===== src/rtl/alu_share_arbiter_if.sv =====
// Request/response bundle for one requester of the shared ALU.
// The master side is the requester, the slave side is the arbiter.
interface alu_share_arbiter_if #(
  parameter int WIDTH = 32
);
  logic             valid;
  logic             ready;
  logic [1:0]       aluop;
  logic [5:0]       funct;
  logic [WIDTH-1:0] a;
  logic [WIDTH-1:0] b;
  logic             rsp_valid;
  logic             rsp_ready;
  logic [WIDTH-1:0] rsp_result;
  logic             rsp_zero;
  logic             rsp_err;

  modport master (
    output valid, aluop, funct, a, b, rsp_ready,
    input  ready, rsp_valid, rsp_result, rsp_zero, rsp_err
  );

  modport slave (
    input  valid, aluop, funct, a, b, rsp_ready,
    output ready, rsp_valid, rsp_result, rsp_zero, rsp_err
  );
endinterface


===== src/rtl/alu_share_arbiter.sv =====
// Round-robin sharing of one combinational ALU between the EX stage (r0) and the
// address-gen/branch unit (r1); one transaction in flight, registered response.
module alu_share_arbiter #(
  parameter int WIDTH     = 32,
  parameter bit FIRST_PRI = 1'b0
) (
  input  logic              clk,
  input  logic              reset_n,
  alu_share_arbiter_if.slave r0,
  alu_share_arbiter_if.slave r1,
  output logic              alu_en,
  output logic [2:0]        alu_ctl,
  output logic [WIDTH-1:0]  alu_a,
  output logic [WIDTH-1:0]  alu_b,
  input  logic [WIDTH-1:0]  alu_result,
  input  logic              alu_zero
);

  localparam logic [1:0] S_IDLE  = 2'd0;
  localparam logic [1:0] S_ISSUE = 2'd1;
  localparam logic [1:0] S_RESP  = 2'd2;

  logic [1:0]       state_q, state_d;
  logic             rr_q;
  logic             port_q;
  logic             illegal_q;
  logic [WIDTH-1:0] alu_a_q, alu_b_q;
  logic [2:0]       alu_ctl_q;
  logic [WIDTH-1:0] result_q;
  logic             zero_q;
  logic             err_q;

  logic             gnt0, gnt1, in_idle, hs;
  logic [1:0]       sel_aluop;
  logic [5:0]       sel_funct;
  logic [2:0]       dec_ctl;
  logic             dec_illegal;
  logic             rsp_taken;

  // Ready is combinational from the valids; the pointer only breaks ties.
  assign gnt0    = r0.valid & (~r1.valid | ~rr_q);
  assign gnt1    = r1.valid & (~r0.valid |  rr_q);
  assign in_idle = (state_q == S_IDLE) & reset_n;
  assign r0.ready = in_idle & gnt0;
  assign r1.ready = in_idle & gnt1;
  assign hs       = r0.ready | r1.ready;

  assign sel_aluop = gnt1 ? r1.aluop : r0.aluop;
  assign sel_funct = gnt1 ? r1.funct : r0.funct;

  always_comb begin
    dec_ctl     = 3'b000;
    dec_illegal = 1'b0;
    case (sel_aluop)
      2'b00: dec_ctl = 3'b010;
      2'b01: dec_ctl = 3'b110;
      2'b10: begin
        case (sel_funct)
          6'b100000: dec_ctl = 3'b010;
          6'b100010: dec_ctl = 3'b110;
          6'b100100: dec_ctl = 3'b000;
          6'b100101: dec_ctl = 3'b001;
          6'b000000: dec_ctl = 3'b011;
          default:   dec_illegal = 1'b1;
        endcase
      end
      default: dec_illegal = 1'b1;
    endcase
  end

  assign rsp_taken = port_q ? r1.rsp_ready : r0.rsp_ready;

  always_comb begin
    state_d = state_q;
    case (state_q)
      S_IDLE:  if (hs) state_d = S_ISSUE;
      S_ISSUE: state_d = S_RESP;
      S_RESP:  if (rsp_taken) state_d = S_IDLE;
      default: state_d = S_IDLE;
    endcase
  end

  always_ff @(posedge clk or negedge reset_n) begin
    if (!reset_n) begin
      state_q   <= S_IDLE;
      rr_q      <= FIRST_PRI;
      port_q    <= 1'b0;
      illegal_q <= 1'b0;
      alu_a_q   <= '0;
      alu_b_q   <= '0;
      alu_ctl_q <= 3'b000;
      result_q  <= '0;
      zero_q    <= 1'b0;
      err_q     <= 1'b0;
    end else begin
      state_q <= state_d;
      // Operands go straight into the ALU-facing registers, so they hold outside ISSUE.
      if (hs) begin
        port_q    <= gnt1;
        rr_q      <= ~gnt1;
        illegal_q <= dec_illegal;
        alu_a_q   <= gnt1 ? r1.a : r0.a;
        alu_b_q   <= gnt1 ? r1.b : r0.b;
        alu_ctl_q <= dec_illegal ? 3'b000 : dec_ctl;
      end
      if (state_q == S_ISSUE) begin
        result_q <= illegal_q ? '0 : alu_result;
        zero_q   <= illegal_q ? 1'b0 : alu_zero;
        err_q    <= illegal_q;
      end
    end
  end

  assign alu_en  = (state_q == S_ISSUE) & ~illegal_q;
  assign alu_ctl = alu_ctl_q;
  assign alu_a   = alu_a_q;
  assign alu_b   = alu_b_q;

  assign r0.rsp_valid  = (state_q == S_RESP) & ~port_q;
  assign r1.rsp_valid  = (state_q == S_RESP) &  port_q;
  assign r0.rsp_result = result_q;
  assign r1.rsp_result = result_q;
  assign r0.rsp_zero   = zero_q;
  assign r1.rsp_zero   = zero_q;
  assign r0.rsp_err    = err_q;
  assign r1.rsp_err    = err_q;

endmodule


===== src/flat_wrapper.sv =====
// flat-port wrapper written by rule: the top's interface ports become plain ports
module alu_share_arbiter_flat 
#(
  parameter int WIDTH     = 32,
  parameter bit FIRST_PRI = 1'b0
)
  (clk, reset_n, alu_en, alu_ctl, alu_a, alu_b, alu_result, alu_zero, r0_valid, r0_aluop, r0_funct, r0_a, r0_b, r0_rsp_ready, r0_ready, r0_rsp_valid, r0_rsp_result, r0_rsp_zero, r0_rsp_err, r1_valid, r1_aluop, r1_funct, r1_a, r1_b, r1_rsp_ready, r1_ready, r1_rsp_valid, r1_rsp_result, r1_rsp_zero, r1_rsp_err);
  alu_share_arbiter_if #(.WIDTH(WIDTH)) r0_i ();
  alu_share_arbiter_if #(.WIDTH(WIDTH)) r1_i ();
  input  logic clk;
  input  logic reset_n;
  output logic alu_en;
  output logic [2:0] alu_ctl;
  output logic [WIDTH-1:0] alu_a;
  output logic [WIDTH-1:0] alu_b;
  input  logic [WIDTH-1:0] alu_result;
  input  logic alu_zero;
  input wire logic [$bits(r0_i.valid)-1:0] r0_valid;
  input wire logic [$bits(r0_i.aluop)-1:0] r0_aluop;
  input wire logic [$bits(r0_i.funct)-1:0] r0_funct;
  input wire logic [$bits(r0_i.a)-1:0] r0_a;
  input wire logic [$bits(r0_i.b)-1:0] r0_b;
  input wire logic [$bits(r0_i.rsp_ready)-1:0] r0_rsp_ready;
  output wire logic [$bits(r0_i.ready)-1:0] r0_ready;
  output wire logic [$bits(r0_i.rsp_valid)-1:0] r0_rsp_valid;
  output wire logic [$bits(r0_i.rsp_result)-1:0] r0_rsp_result;
  output wire logic [$bits(r0_i.rsp_zero)-1:0] r0_rsp_zero;
  output wire logic [$bits(r0_i.rsp_err)-1:0] r0_rsp_err;
  input wire logic [$bits(r1_i.valid)-1:0] r1_valid;
  input wire logic [$bits(r1_i.aluop)-1:0] r1_aluop;
  input wire logic [$bits(r1_i.funct)-1:0] r1_funct;
  input wire logic [$bits(r1_i.a)-1:0] r1_a;
  input wire logic [$bits(r1_i.b)-1:0] r1_b;
  input wire logic [$bits(r1_i.rsp_ready)-1:0] r1_rsp_ready;
  output wire logic [$bits(r1_i.ready)-1:0] r1_ready;
  output wire logic [$bits(r1_i.rsp_valid)-1:0] r1_rsp_valid;
  output wire logic [$bits(r1_i.rsp_result)-1:0] r1_rsp_result;
  output wire logic [$bits(r1_i.rsp_zero)-1:0] r1_rsp_zero;
  output wire logic [$bits(r1_i.rsp_err)-1:0] r1_rsp_err;
  assign r0_i.valid = r0_valid;
  assign r0_i.aluop = r0_aluop;
  assign r0_i.funct = r0_funct;
  assign r0_i.a = r0_a;
  assign r0_i.b = r0_b;
  assign r0_i.rsp_ready = r0_rsp_ready;
  assign r0_ready = r0_i.ready;
  assign r0_rsp_valid = r0_i.rsp_valid;
  assign r0_rsp_result = r0_i.rsp_result;
  assign r0_rsp_zero = r0_i.rsp_zero;
  assign r0_rsp_err = r0_i.rsp_err;
  assign r1_i.valid = r1_valid;
  assign r1_i.aluop = r1_aluop;
  assign r1_i.funct = r1_funct;
  assign r1_i.a = r1_a;
  assign r1_i.b = r1_b;
  assign r1_i.rsp_ready = r1_rsp_ready;
  assign r1_ready = r1_i.ready;
  assign r1_rsp_valid = r1_i.rsp_valid;
  assign r1_rsp_result = r1_i.rsp_result;
  assign r1_rsp_zero = r1_i.rsp_zero;
  assign r1_rsp_err = r1_i.rsp_err;
  alu_share_arbiter #(.WIDTH(WIDTH), .FIRST_PRI(FIRST_PRI)) u_core (.clk(clk), .reset_n(reset_n), .r0(r0_i), .r1(r1_i), .alu_en(alu_en), .alu_ctl(alu_ctl), .alu_a(alu_a), .alu_b(alu_b), .alu_result(alu_result), .alu_zero(alu_zero));
endmodule

===== config.mk =====
export PLATFORM = sky130hd
export DESIGN_NAME = alu_share_arbiter_flat
export DESIGN_NICKNAME = d
export VERILOG_FILES = /design/src/rtl/alu_share_arbiter_if.sv /design/src/rtl/alu_share_arbiter.sv /design/src/flat_wrapper.sv
export SDC_FILE = /design/constraint.sdc
export NUM_CORES = 1
export LEC_CHECK = 0
export ABC_CLOCK_PERIOD_IN_PS = 1350
export BUFFER_PORTS_ARGS = -buffer_cell sky130_fd_sc_hd__buf_2
export CAP_MARGIN = 20
export CELL_PAD_IN_SITES_DETAIL_PLACEMENT = 1
export CELL_PAD_IN_SITES_GLOBAL_PLACEMENT = 2
export CORE_UTILIZATION = 21
export CTS_CLUSTER_SIZE = 10
export DETAILED_ROUTE_END_ITERATION = 6
export GPL_TIMING_DRIVEN = 0
export PLACE_DENSITY_LB_ADDON = 0.25
export REMOVE_ABC_BUFFERS = 1
export SYNTH_ARGS = -nofsm -noshare
export SYNTH_HDL_FRONTEND = slang
export SYNTH_SLANG_ARGS = --single-unit
export TNS_END_PERCENT = 100

===== constraint.sdc =====
create_clock -name clk -period 1.35 [get_ports clk]
set_input_delay 0.27 -clock clk [delete_from_list [all_inputs] [get_ports clk]]
set_output_delay 0.27 -clock clk [all_outputs]
set_load 0.02 [all_outputs]

==> Word level (Yosys, flattened, before mapping) <==
Index checks and enable logic that the tools add are counted.
{ "op_classes": {"eq_ne": 10, "n_mux": 15, "n_bitwise": 17, "reduce_logical": 6} }
{ "op_table": {"columns": ["operator", "n"], "rows": [
  ["2-to-1 mux 32 bit", 3],
  ["equality test 6 bit, second input constant", 4],
  ["case mux 3 bit (4 select lines)", 1],
  ["case mux 3 bit (3 select lines)", 1],
  ["bitwise AND 1 bit", 8],
  ["logical NOT 6 bit", 1],
  ["2-to-1 mux 2 bit", 3],
  ["2-to-1 mux 6 bit", 1],
  ["inverter 1 bit", 6],
  ["case mux 2 bit (3 select lines)", 1],
  ["OR reduction 5 bit", 1],
  ["equality test 2 x 1 -> 1 bit, second input constant", 2],
  ["equality test 2 bit, second input constant", 2],
  ["logical NOT 2 bit", 2],
  ["!= test 2 x 1 -> 1 bit, second input constant", 2],
  ["2-to-1 mux 1 bit", 3],
  ["2-to-1 mux 3 bit", 1],
  ["OR 1 bit", 3],
  ["case mux 1 bit (2 select lines)", 1],
  ["AND reduction 2 bit", 1],
  ["OR reduction 2 bit", 1]
]} }
{ "totals": {"regBits": 106, "output_inout_bits": 140, "word_cells": 58} }

==> Logic depth before layout (Yosys ltp) <==
Gate-level depths: netlist (run 1).
{ "logic_depth": {"ltp_word": 9, "mapped_depth": 7, "depth_no_buf": 5} }

==> Least setup slack after synthesis (run 1) <==
OpenSTA, ideal clock, no wires.
{ "synth_timing": {"path_kind": "reg-to-reg", "startpoint": "register u_core.state_q[1]", "endpoint": "register u_core.alu_b_q[10] (netlist: u_core.alu_b[10])", "setup_time_ns": 0.066, "arrival_ns": 1.537, "required_ns": 1.284, "slack_ns": -0.253, "stages_incl_launch_ff": 7, "path_buffers": 2, "period_less_slack_ns": 1.603, "cell_sequence": "dfrtp_1 > nor3b_1 > and3_1 > clkbuf_1 > clkbuf_1 > a22oi_1 > nand2_1"} }
{ "synth_between": {"elab_chain_cells": 4} }
{ "synth_lines": {"columns": ["item", "line_no", "source"], "rows": [
  ["from (decl)", "alu_share_arbiter.sv:23", "logic [1:0] state_q, state_d;"],
  ["from (signal assigned)", "alu_share_arbiter.sv:96", "state_q <= state_d;"],
  ["logical NOT 2 bit", "alu_share_arbiter.sv:43", "assign in_idle = (state_q == S_IDLE) & reset_n;"],
  ["bitwise AND 1 bit", "alu_share_arbiter.sv:43", null],
  ["bitwise AND 1 bit", "alu_share_arbiter.sv:44", "assign r0.ready = in_idle & gnt0;"],
  ["net r0_ready", "flat_wrapper.sv:24", "output wire logic [$bits(r0_i.ready)-1:0] r0_ready;"],
  ["OR 1 bit", "alu_share_arbiter.sv:46", "assign hs = r0.ready | r1.ready;"],
  ["to (signal assigned)", "alu_share_arbiter.sv:103", "alu_b_q <= gnt1 ? r1.b : r0.b;"],
  ["to (decl)", "alu_share_arbiter.sv:27", "logic [WIDTH-1:0] alu_a_q, alu_b_q;"]
]} }
The timed path passes the listed nets, and every way through them passes these cells.
A chain may end at the register's enable or synchronous reset.

==> Final worst setup path (run 1) <==
{ "layout_timing": {"startpoint": "register u_core.state_q[1]", "endpoint": "output r1_ready"} }
{ "layout_between": {"elab_chain_cells": 3} }
{ "layout_lines": {"columns": ["item", "line_no", "source"], "rows": [
  ["logical NOT 2 bit", "alu_share_arbiter.sv:43", null],
  ["bitwise AND 1 bit", "alu_share_arbiter.sv:43", null],
  ["bitwise AND 1 bit", "alu_share_arbiter.sv:45", "assign r1.ready = in_idle & gnt1;"],
  ["to (decl)", "flat_wrapper.sv:35", "output wire logic [$bits(r1_i.ready)-1:0] r1_ready;"]
]} }
Every way passes these cells.

==> results of run 1 <==
routing by layer:
metal	up-vias	wire (um)	part of all wire, %	track usage, %
li1	2432	-	-	-
met1	2496	8650	40	18.8
met2	213	11400	52	30.2
met3	19	1320	6.1	3.75
met4	2	335	1.5	5.70
met5	-	19	0.088	0
cells in the final DEF (no fill, tap or decap), types with 2 or more instances in the layout:
| cell type | synthesis | layout |
|---|---|---|
| a22oi_1 | 48 | 20 |
| a22oi_2 | 0 | 28 |
| buf_12 | 0 | 18 |
| buf_16 | 0 | 8 |
| buf_2 | 5 | 316 |
| buf_4 | 38 | 14 |
| buf_6 | 2 | 17 |
| buf_8 | 0 | 7 |
| bufbuf_16 | 0 | 2 |
| clkbuf_16 | 0 | 17 |
| clkinv_4 | 0 | 3 |
| dfrtp_1 | 106 | 105 |
| diode_2 | 0 | 3 |
| inv_1 | 4 | 3 |
| mux2i_1 | 17 | 17 |
| nand2_1 | 151 | 119 |
| nand2_2 | 1 | 18 |
| nand2_4 | 0 | 15 |
| nand2b_1 | 38 | 36 |
| nand2b_4 | 0 | 2 |
| nand3_1 | 2 | 2 |
| nand3b_1 | 2 | 2 |
| nand4_1 | 2 | 2 |
| nor2_4 | 0 | 3 |
| nor4_1 | 3 | 3 |
| o21ai_0 | 54 | 18 |
| o21ai_1 | 2 | 4 |
| o21ai_2 | 0 | 30 |
| o21ai_4 | 0 | 4 |
| or3_1 | 2 | 2 |
sequential cells by signal (all words and copies together), names as in the netlist:
| signal | cells |
|---|---|
| u_core.alu_a | 32 |
| u_core.alu_b | 32 |
| u_core.r0.rsp_result | 32 |
| u_core.alu_ctl | 3 |
| u_core.state_q | 2 |
| u_core.illegal_q | 1 |
| u_core.port_q | 1 |
| u_core.r0.rsp_err | 1 |
| u_core.r0.rsp_zero | 1 |
| u_core.rr_q | 1 |
area by class of cell:
| class | count | area [um2] | area share, % |
|---|---|---|---|
| flip-flops and latches | 106 | 2650 | 30.8 |
| inverters | 4 | 27.5 | 0.319 |
| multi-input cells | 348 | 2420 | 28.1 |
| clock buffers | 10 | 229 | 2.66 |
| repair buffers | 391 | 2840 | 32.9 |
| clock inverters | 6 | 51.3 | 0.595 |
| well taps | 313 | 392 | 4.54 |
| diodes | 3 | 7.51 | 0.0871 |
critical path: cells and delay by family, from the launching register on:
kind | cells | cell delay [ns]
and+or+nand+nor | 2 | 0.59
DFF | 1 | 0.41
buffers and inverters | 2 | 0.27
through the flow:
stage / total power, mW / instances / setup WS [ns] / TNS, ns / hold slack, ns
6_report: 18.8 / 1181 / -0.544 / -27.98 / -0.258
5_1_grt: 20.1 / 1180 / -0.599 / -35.75 / -0.267
4_1_cts: 18.1 / 1157 / -0.700 / -28.48 / -0.268
3_5_place_dp: 13.7 / 1100 / -1.51 / -91.98 / 0.248
3_3_place_gp: 13.3 / 1093 / -4.94 / -501.99 / 0.455
2_1_floorplan: 10.1 / 458 / -2.31 / -156.62 / -0.0256
worst paths after layout:
check | start | endpoint | slack, ns | depth (start not counted)
min reg2reg | u_core.alu_a[11]$_DFFE_PN0P_ | u_core.alu_a[11]$_DFFE_PN0P_ | 0.46 | 2
min | reset_n | u_core.alu_b[10]$_DFFE_PN0P_ | -0.26 | 1
min in group clk | r1_a[3] | u_core.alu_a[3]$_DFFE_PN0P_ | 0.13 | 3
max reg2reg | u_core.rr_q$_DFFE_PN0P_ | u_core.alu_b[24]$_DFFE_PN0P_ | -0.41 | 4
max | u_core.state_q[1]$_DFFE_PN0P_ | r1_ready | -0.54 | 4
max in group asynchronous | reset_n | u_core.alu_a[9]$_DFFE_PN0P_ | 0.60 | 3
cell families after synthesis:
| logic type | count (synthesis) | share of synthesized area (%) |
|---|---|---|
| buffers and inverters | 72 | 8.72 |
| AND/OR/NAND/NOR | 212 | 19.1 |
| AO/OA/AOI/OAI | 117 | 15.0 |
| flip-flops | 106 | 53.3 |
| multiplexers | 19 | 3.87 |
report_power, final:
group | total, mW | internal [mW] | switching (mW)
Combinational | 10.3 | 4.31 | 6.03
Sequential | 5.91 | 4.69 | 1.22
Clock | 2.59 | 1.28 | 1.31
Total | 18.8 | 10.3 | 8.56
what timing repair did:
| item | 4_1_cts | 5_1_grt |
|---|---|---|
| gates resized for setup | 144 | 98 |
| gates cloned | 11 | 10 |
| endpoints found under the hold margin | 75 | 37 |
| endpoints found under the setup margin | 110 | 110 |
| pin swaps | 54 | 16 |
| setup buffers | 28 | 21 |
==> metrics.cfg, run 1 <==
[run_status]
status = complete, but fails checks
violations = negative hold slack, negative setup slack

[synth]
synth.largest_area_cell = dfrtp_1
synth_area_leaders = dfrtp_1 (53%), nand2_1 (11%), a22oi_1 (7.2%), buf_4 (5.7%), o21ai_0 (5.4%)
synthDistinctLibCells = 38
async_reset_ff_share_pct = 100
yosysWarnings = 0
synth_edf_count = 0
synth_ff_type = dfrtp_1
syn-cell-area_um2 = 4980
seq_area_frac_synth_pct = 53.3
synth_top_cells_by_count = nand2_1 (151), dfrtp_1 (106), o21ai_0 (54)
ys_ff_latch = 106
synth.top_cell.area_share_pct = 53.3
synth_cells = 526
yosysMostFrequentCell = nand2_1
syn_avg_cell_area_um2 = 9.46

[global_route]
grt.overflow.total = 0
first_global_vias = 5278
track_usage_pct = 16.6
antenna_found_initial = 4
grt_pass1_wl_mm = 30.3
grt_max_degree = 37

[sta]
fin_ws_ns = -0.544
relSlewSlack_pct = 59.8
finalHoldViolCount = 51
max_freq_ghz = 0.528
finalSetupViolations = 108
fin_skew_ns = 0.0118
min_period_ns = 1.89
rsz0062_at_grt = true
post-route-period-util_pct = 140
fin_hold_ws_ns = -0.258
drv_slew = 0
tightest_slew_ns = 0.603

[job]
drv_cap = 0

[power_and_ir_drop]
irDropWorstVdd_mv = 0.612
leakage_nw = 4.50
powerDensity_nw_per_um2 = 2190

[clock_network]
cts_max_path_buffers = 2
cts_buffers = 9
root_buffer = clkbuf_16
h-tree-depth = 3
cts.sinks = 106
clkTransAtPathRegs_ns = 0.07
clk_latency_ns = 0.35
hold_buffers = 2
cts_tree = yes

[floorplanning]
num_rows = 55
io_pins = 323
initial_core_util_pct = 21.7
die_x_um = 156
die_y_um = 156
coreArea_um2 = 22900
die_area_um2 = 24300

[layout]
drive_gt1_share_pct = 59.7
syn_to_final_growth_pct = 73.3
fin_util_pct = 37.6
n_fill_cell = 2675
final_nets = 1043
post-route-cell-area_um2 = 8620

[critical_path]
cpPeakStageDelay_ns = 0.44
slowest_stage = or3b_4
cp_max_fo = 2
cp-start-kind = register
critPathCaptureType = primary output
cp.required_ns = 1.08
crit_chain = or3b_4 -> nor3_4 -> buf_6 -> buf_8
setup.worst_path.class = register to primary output
cp.arrival_ns = 1.62

[route]
via_per_inst = 4.37
wl_per_cell_um = 18.4
drt_first_pass_iters = 6
first_iter_violations = 164
vias = 5162
wl_mm = 21.7
antenna_left = 0
drc_errors = 0

[min_path]
min_path_type = input pin to async pin

[placement]
gp_routability_congestion = 0.797
dp_hpwl_mm = 13.7
placed_cell_area_um2 = 6750
portBuffers = 322

Power figures use the tool's default switching activity.
==> run 2: changes to the inputs <==
ABC_CLOCK_PERIOD_IN_PS = 2050   (was 1350)
CORE_UTILIZATION = 23   (was 21)
clock period = 2.05 ns   (was 1.35 ns; I/O delays follow)
==> run 2 against run 1 <==
The run ends with negative hold slack left. Cell count down 7.5%. Core utilization down 3.6 points. Clock skew fell by 0.00057 ns. Highest routed layer is now met4. Clock-buffer cell count grew 1.
==> metrics.cfg, run 2 (synthesis results as in run 1) <==
[layout]
diodes = 0  ; -3
n_fill_cell = 2544  ; -4.9%
layout_common_cells = buf_2 (319), nand2_1 (151), dfrtp_1 (105)
post-route-cell-area_um2 = 7180  ; -17%
final_nets = 995  ; -4.6%
drive_gt1_share_pct = 45.3  ; -14 points
syn_to_final_growth_pct = 44.2
layout_commonest_cell = buf_2
fin_util_pct = 34.0  ; -3.6 points

[critical_path]
critPathCaptureType = primary output
cp.arrival_ns = 1.60  ; -0.02 ns
cp-start-kind = register
setup.worst_path.class = register to primary output
cp_max_fo = 3  ; +1
reg2reg_slack_ns = 0.19  ; +0.60 ns
cp.required_ns = 1.64  ; +0.56 ns

[route]
wl_mm = 18.2  ; -16%
drc_errors = 0  ; unchanged
wl_per_cell_um = 16.7  ; -9.3%
vias = 4890  ; -5.3%
via_per_inst = 4.48  ; +2.5%
antenna_left = 0  ; unchanged
drt_first_pass_iters = 4  ; -2
first_iter_violations = 105  ; -36%

[floorplanning]
die_area_um2 = 22200  ; -8.6%
die_x_um = 149  ; -4.4%
coreArea_um2 = 21100  ; -8.0%
num_rows = 53  ; -3.6%
die_y_um = 149  ; -4.4%
io_pins = 323  ; unchanged
initial_core_util_pct = 23.6  ; +1.9 points

[run_status]
status = complete, but fails checks
violations = negative hold slack

[sta]
max_freq_ghz = 0.498
fin_ws_ns = 0.0403  ; +0.584 ns
finalHoldViolCount = 50  ; -2.0%
fin_hold_ws_ns = -0.104  ; +0.155 ns
drv_slew = 0  ; unchanged
fin_skew_ns = 0.0113  ; -0.000566 ns
post-route-period-util_pct = 98.0
rsz0062_at_grt = true
tightest_slew_ns = 0.638  ; +0.0351 ns
fin_setup_tns_ns = 0  ; +27.98 ns
finalSetupViolations = 0  ; -100%
relSlewSlack_pct = 57.3  ; -2.5 points
min_period_ns = 2.01

[power_and_ir_drop]
design_power_total_mw = 10.8  ; -43%
power.internal_mw = 5.88  ; -43%
irDropWorstVdd_mv = 0.531  ; -13%
swShare_pct = 45.4  ; about the same
pwr-share-comb_pct = 48.8  ; -6.1 points
powerDensity_nw_per_um2 = 1500  ; -31%
clockPowerShare_pct = 16.2  ; +2.5 points
pwr-share-seq_pct = 35.0  ; +3.6 points
p_sw_mw = 4.90  ; -43%
leakage_nw = 3.94  ; -12%

[placement]
placed_cell_area_um2 = 6650  ; -1.4%
gp_routability_congestion = 0.769  ; -3.5%
pre_cts_slack_ns = -1.18  ; +0.332 ns
portBuffers = 322  ; unchanged
dp_hpwl_mm = 12.8  ; -6.8%

[global_route]
track_usage_pct = 16.1  ; -0.42 points
antenna_found_initial = 0  ; -4
grt_pass1_wl_mm = 27.3  ; -10%
grt.overflow.total = 0  ; unchanged
first_global_vias = 5040  ; -4.5%
grt_max_degree = 57  ; +54%

[job]
drv_cap = 0  ; unchanged

[clock_network]
clk_latency_ns = 0.35  ; about the same
cts_max_path_buffers = 2  ; unchanged
cts_tree = yes
cts_buffers = 9  ; unchanged
root_buffer = clkbuf_16
clkTransAtPathRegs_ns = 0.08  ; about the same
h-tree-depth = 3  ; unchanged
cts.sinks = 106  ; unchanged

[min_path]
min_path_type = input pin to async pin

==> run 2: cell count changes in the layout (fill, tap and decap cells not counted), sizes merged <==
cell and change:
buf -42, and3 +3, clkbuf -7, inv +1
diode -3, clkinv -3, dlygate4sd3 -1, clkinvlp +1
==> run 2: layer usage <==
layer  global-route usage [%]  vias up  part of all wire [%]
li1                         -     2326                     -
met1                     19.0     2356                    40
met2                     29.0      196                    52
met3                     3.46       12                   6.3
met4                     5.00        0                   1.2
met5                        0        -                     0
==> run 2: area by class of cell <==
type                    instances  area [um2]  share of cell area, %
inverters                       4        15.0                  0.209
clock inverters                 5        45.0                  0.628
multi-input cells             351        1960                   27.3
repair buffers                340        1910                   26.6
clock buffers                  11         253                   3.52
flip-flops and latches        106        2650                   37.0
well taps                     275         344                   4.80
==> run 2: timing repair <==
| item | CTS | global route |
|---|---|---|
| gates resized for setup | 12 | 4 |
| pin swaps | 4 | 2 |
| cloned | 4 | 1 |
| setup endpoints to repair | 56 | 3 |
| hold endpoints to repair | 50 | 50 |
| buffers inserted | 9 | 3 |
==> run 2: power groups by stage <==
| stage | registers [mW] | logic [mW] | clock network [mW] |
|---|---|---|---|
| 6_report | 3.77 | 5.26 | 1.75 |
| 2_1_floorplan | 5.28 | 1.38 | 0 |
| 3_5_place_dp | 3.84 | 5.08 | 0 |
| 4_1_cts | 3.81 | 5.31 | 1.84 |
| 5_1_grt | 3.95 | 5.76 | 1.90 |
| 3_3_place_gp | 3.78 | 4.95 | 0 |
==> run 2: final timing paths <==
path                                                         to                          start  cells after the start
min in group clk                   u_core.alu_a[24]$_DFFE_PN0P_                       r1_a[24]                      3
min reg2reg                         u_core.alu_b[5]$_DFFE_PN0P_    u_core.alu_b[5]$_DFFE_PN0P_                      2
max reg2reg                       u_core.alu_ctl[1]$_DFFE_PN0P_  u_core.state_q[1]$_DFFE_PN0P_                      8
max                                                    r1_ready  u_core.state_q[1]$_DFFE_PN0P_                      4
max in group asynchronous          u_core.alu_a[29]$_DFFE_PN0P_                        reset_n                      2
min                        u_core.r0.rsp_result[11]$_DFFE_PN0N_                        reset_n                      1
==> run 2: worst max-delay path, stage by stage (launching register included) <==
cell and delay, ns:
dfrtp_1 0.40, or3b_4 0.41, nor3_4 0.18, buf_12 0.15, buf_8 0.10
==> run 2: stage by stage <==
stage,hold slack (ns),instances
4_1_cts,-0.0825,1088
3_3_place_gp,0.455,1055
3_5_place_dp,0.458,1060
5_1_grt,-0.0868,1092
2_1_floorplan,0.114,458
6_report,-0.104,1092
==> run 3: changes to the inputs <==
RECOVER_POWER = 100   (was not set)
TNS_END_PERCENT = not set   (was 100)
==> run 3 against run 2 <==
The run still ends with negative hold slack left. Clock-buffer cell count unchanged. Fmax about the same. Clock skew about the same. Non-clock buffer count did not move. Sequential share of layout area rose by 0.12 points. Die area stayed put. Largest cell class unchanged.
==> metrics.cfg, run 3 (synthesis results as in run 1) <==
[power_and_ir_drop]
leakage_nw = 3.93  ; -0.22%
powerDensity_nw_per_um2 = 1510  ; +0.26%
design_power_total_mw = 10.8  ; about the same
irDropWorstVdd_mv = 0.531  ; about the same

[job]
drv_cap = 0  ; unchanged

[sta]
tightest_slew_ns = 1.43  ; +0.789 ns
relSlewSlack_pct = 4.84  ; -52 points
min_period_ns = 2.01  ; -0.0000724 ns
finalSetupViolations = 0  ; unchanged
post-route-period-util_pct = 98.0  ; about the same
finalHoldViolCount = 50  ; unchanged
fin_skew_ns = 0.0111  ; -0.000181 ns
fin_hold_ws_ns = -0.109  ; -0.00506 ns
drv_slew = 0  ; unchanged
max_freq_ghz = 0.498  ; about the same
rsz0062_at_grt = true

[floorplanning]
initial_core_util_pct = 23.6  ; unchanged
num_rows = 53  ; unchanged
coreArea_um2 = 21100  ; unchanged
die_area_um2 = 22200  ; unchanged
die_y_um = 149  ; unchanged
die_x_um = 149  ; unchanged
io_pins = 323  ; unchanged

[route]
wl_per_cell_um = 16.7  ; +0.12%
wl_mm = 18.2  ; +0.12%
via_per_inst = 4.48  ; about the same
drt_first_pass_iters = 4  ; unchanged
vias = 4894  ; +0.082%
first_iter_violations = 123  ; +17%
antenna_left = 0  ; unchanged
drc_errors = 0  ; unchanged

[layout]
drive_gt1_share_pct = 45.3  ; unchanged
final_nets = 995  ; unchanged
fin_util_pct = 33.9  ; -0.11 points
stdcell_count = 1092  ; unchanged
diodes = 0  ; unchanged
layout_common_cells = buf_2 (319), nand2_1 (151), dfrtp_1 (105)
post-route-cell-area_um2 = 7150  ; -0.31%
syn_to_final_growth_pct = 43.8
layout_commonest_cell = buf_2

[critical_path]
cp.required_ns = 1.64  ; about the same
cp-start-kind = register
crit_chain = or3b_4 -> nor3_4 -> buf_12 -> buf_8
r2r_cells = 8  ; unchanged
crit_cells = 4  ; unchanged
cp.arrival_ns = 1.60  ; about the same
slowest_stage = or3b_4
critPathCaptureType = primary output
cp_max_fo = 3  ; unchanged
cp_num_buf_inv = 2  ; unchanged
cpPeakStageDelay_ns = 0.41  ; about the same
cp_top_family = simple AND/OR/NAND/NOR gates
setup.worst_path.class = register to primary output

[clock_network]
clkTransAtPathRegs_ns = 0.08  ; about the same
clk_latency_ns = 0.35  ; about the same
root_buffer = clkbuf_16
h-tree-depth = 3  ; unchanged
cts_buffers = 9  ; unchanged
cts.sinks = 106  ; unchanged
cts_tree = yes
cts_max_path_buffers = 2  ; unchanged

[global_route]
antenna_found_initial = 0  ; unchanged
track_usage_pct = 16.1  ; unchanged
first_global_vias = 5040  ; unchanged
grt_pass1_wl_mm = 27.3  ; unchanged
grt_max_degree = 57  ; unchanged
grt.overflow.total = 0  ; unchanged

[min_path]
min_path_type = input pin to async pin

[placement]
portBuffers = 322  ; unchanged
placed_cell_area_um2 = 6650  ; unchanged
placed_cells = 1060  ; unchanged
dp_hpwl_mm = 12.8  ; unchanged
gp_routability_congestion = 0.769  ; unchanged

[run_status]
violations = negative hold slack
status = complete, but fails checks

## run 3: area by class of cell
| class | instances | area (um2) |
|---|---|---|
| Clock buffer | 11 | 253 |
| Clock inverter | 5 | 45.0 |
| Fill cell | 2547 | 13900 |
| Inverter | 4 | 15.0 |
| Sequential cell | 106 | 2650 |
| Multi-Input combinational cell | 351 | 1960 |
| Tap cell | 275 | 344 |
| Timing Repair Buffer | 340 | 1880 |
## run 3: metrics by stage
step | setup TNS, ns | setup slack, ns | hold WS [ns]
after global routing | -0.00992 | -0.00992 | -0.0918
after CTS | -0.0452 | -0.0312 | -0.0825
after floorplan | -97.22 | -1.75 | 0.114
final | 0 | 0.0404 | -0.109
after global placement | -348.75 | -4.11 | 0.455
after detailed placement | -49.68 | -1.18 | 0.458
## run 3: what timing repair did
action / 4_1_cts / 5_1_grt
gates resized for setup: 12 / 4
endpoints found under the hold margin: 50 / 50
cloned: 4 / 1
setup endpoints to repair: 56 / 3
buffers inserted: 9 / 3
pin swaps: 4 / 2
## run 3: final timing paths
path,start,endpoint,slack [ns]
setup / recovery,u_core.state_q[1]$_DFFE_PN0P_,r1_ready,0.04
hold / removal,reset_n,u_core.r0.rsp_result[11]$_DFFE_PN0N_,-0.11
setup reg to reg,u_core.state_q[1]$_DFFE_PN0P_,u_core.alu_ctl[1]$_DFFE_PN0P_,0.20
hold reg to reg,u_core.alu_b[5]$_DFFE_PN0P_,u_core.alu_b[5]$_DFFE_PN0P_,0.47
max in group asynchronous,reset_n,u_core.alu_a[29]$_DFFE_PN0P_,0.47
min in group clk,r1_a[24],u_core.alu_a[24]$_DFFE_PN0P_,0.27
## run 3: per-layer routing
| metal | track usage [%] | routed length, um | vias up | share of wire, % |
|---|---|---|---|---|
| met5 | 0 | 0 | - | 0 |
| met4 | 5.00 | 212 | 0 | 1.2 |
| met3 | 3.46 | 1160 | 12 | 6.4 |
| met2 | 29.0 | 9520 | 200 | 52 |
| met1 | 19.0 | 7340 | 2354 | 40 |
| li1 | - | - | 2328 | - |
## run 3: report_power, final
group	internal, mW	switching (mW)
registers	3.09	0.685
clock network	0.910	0.835
logic	1.88	3.38
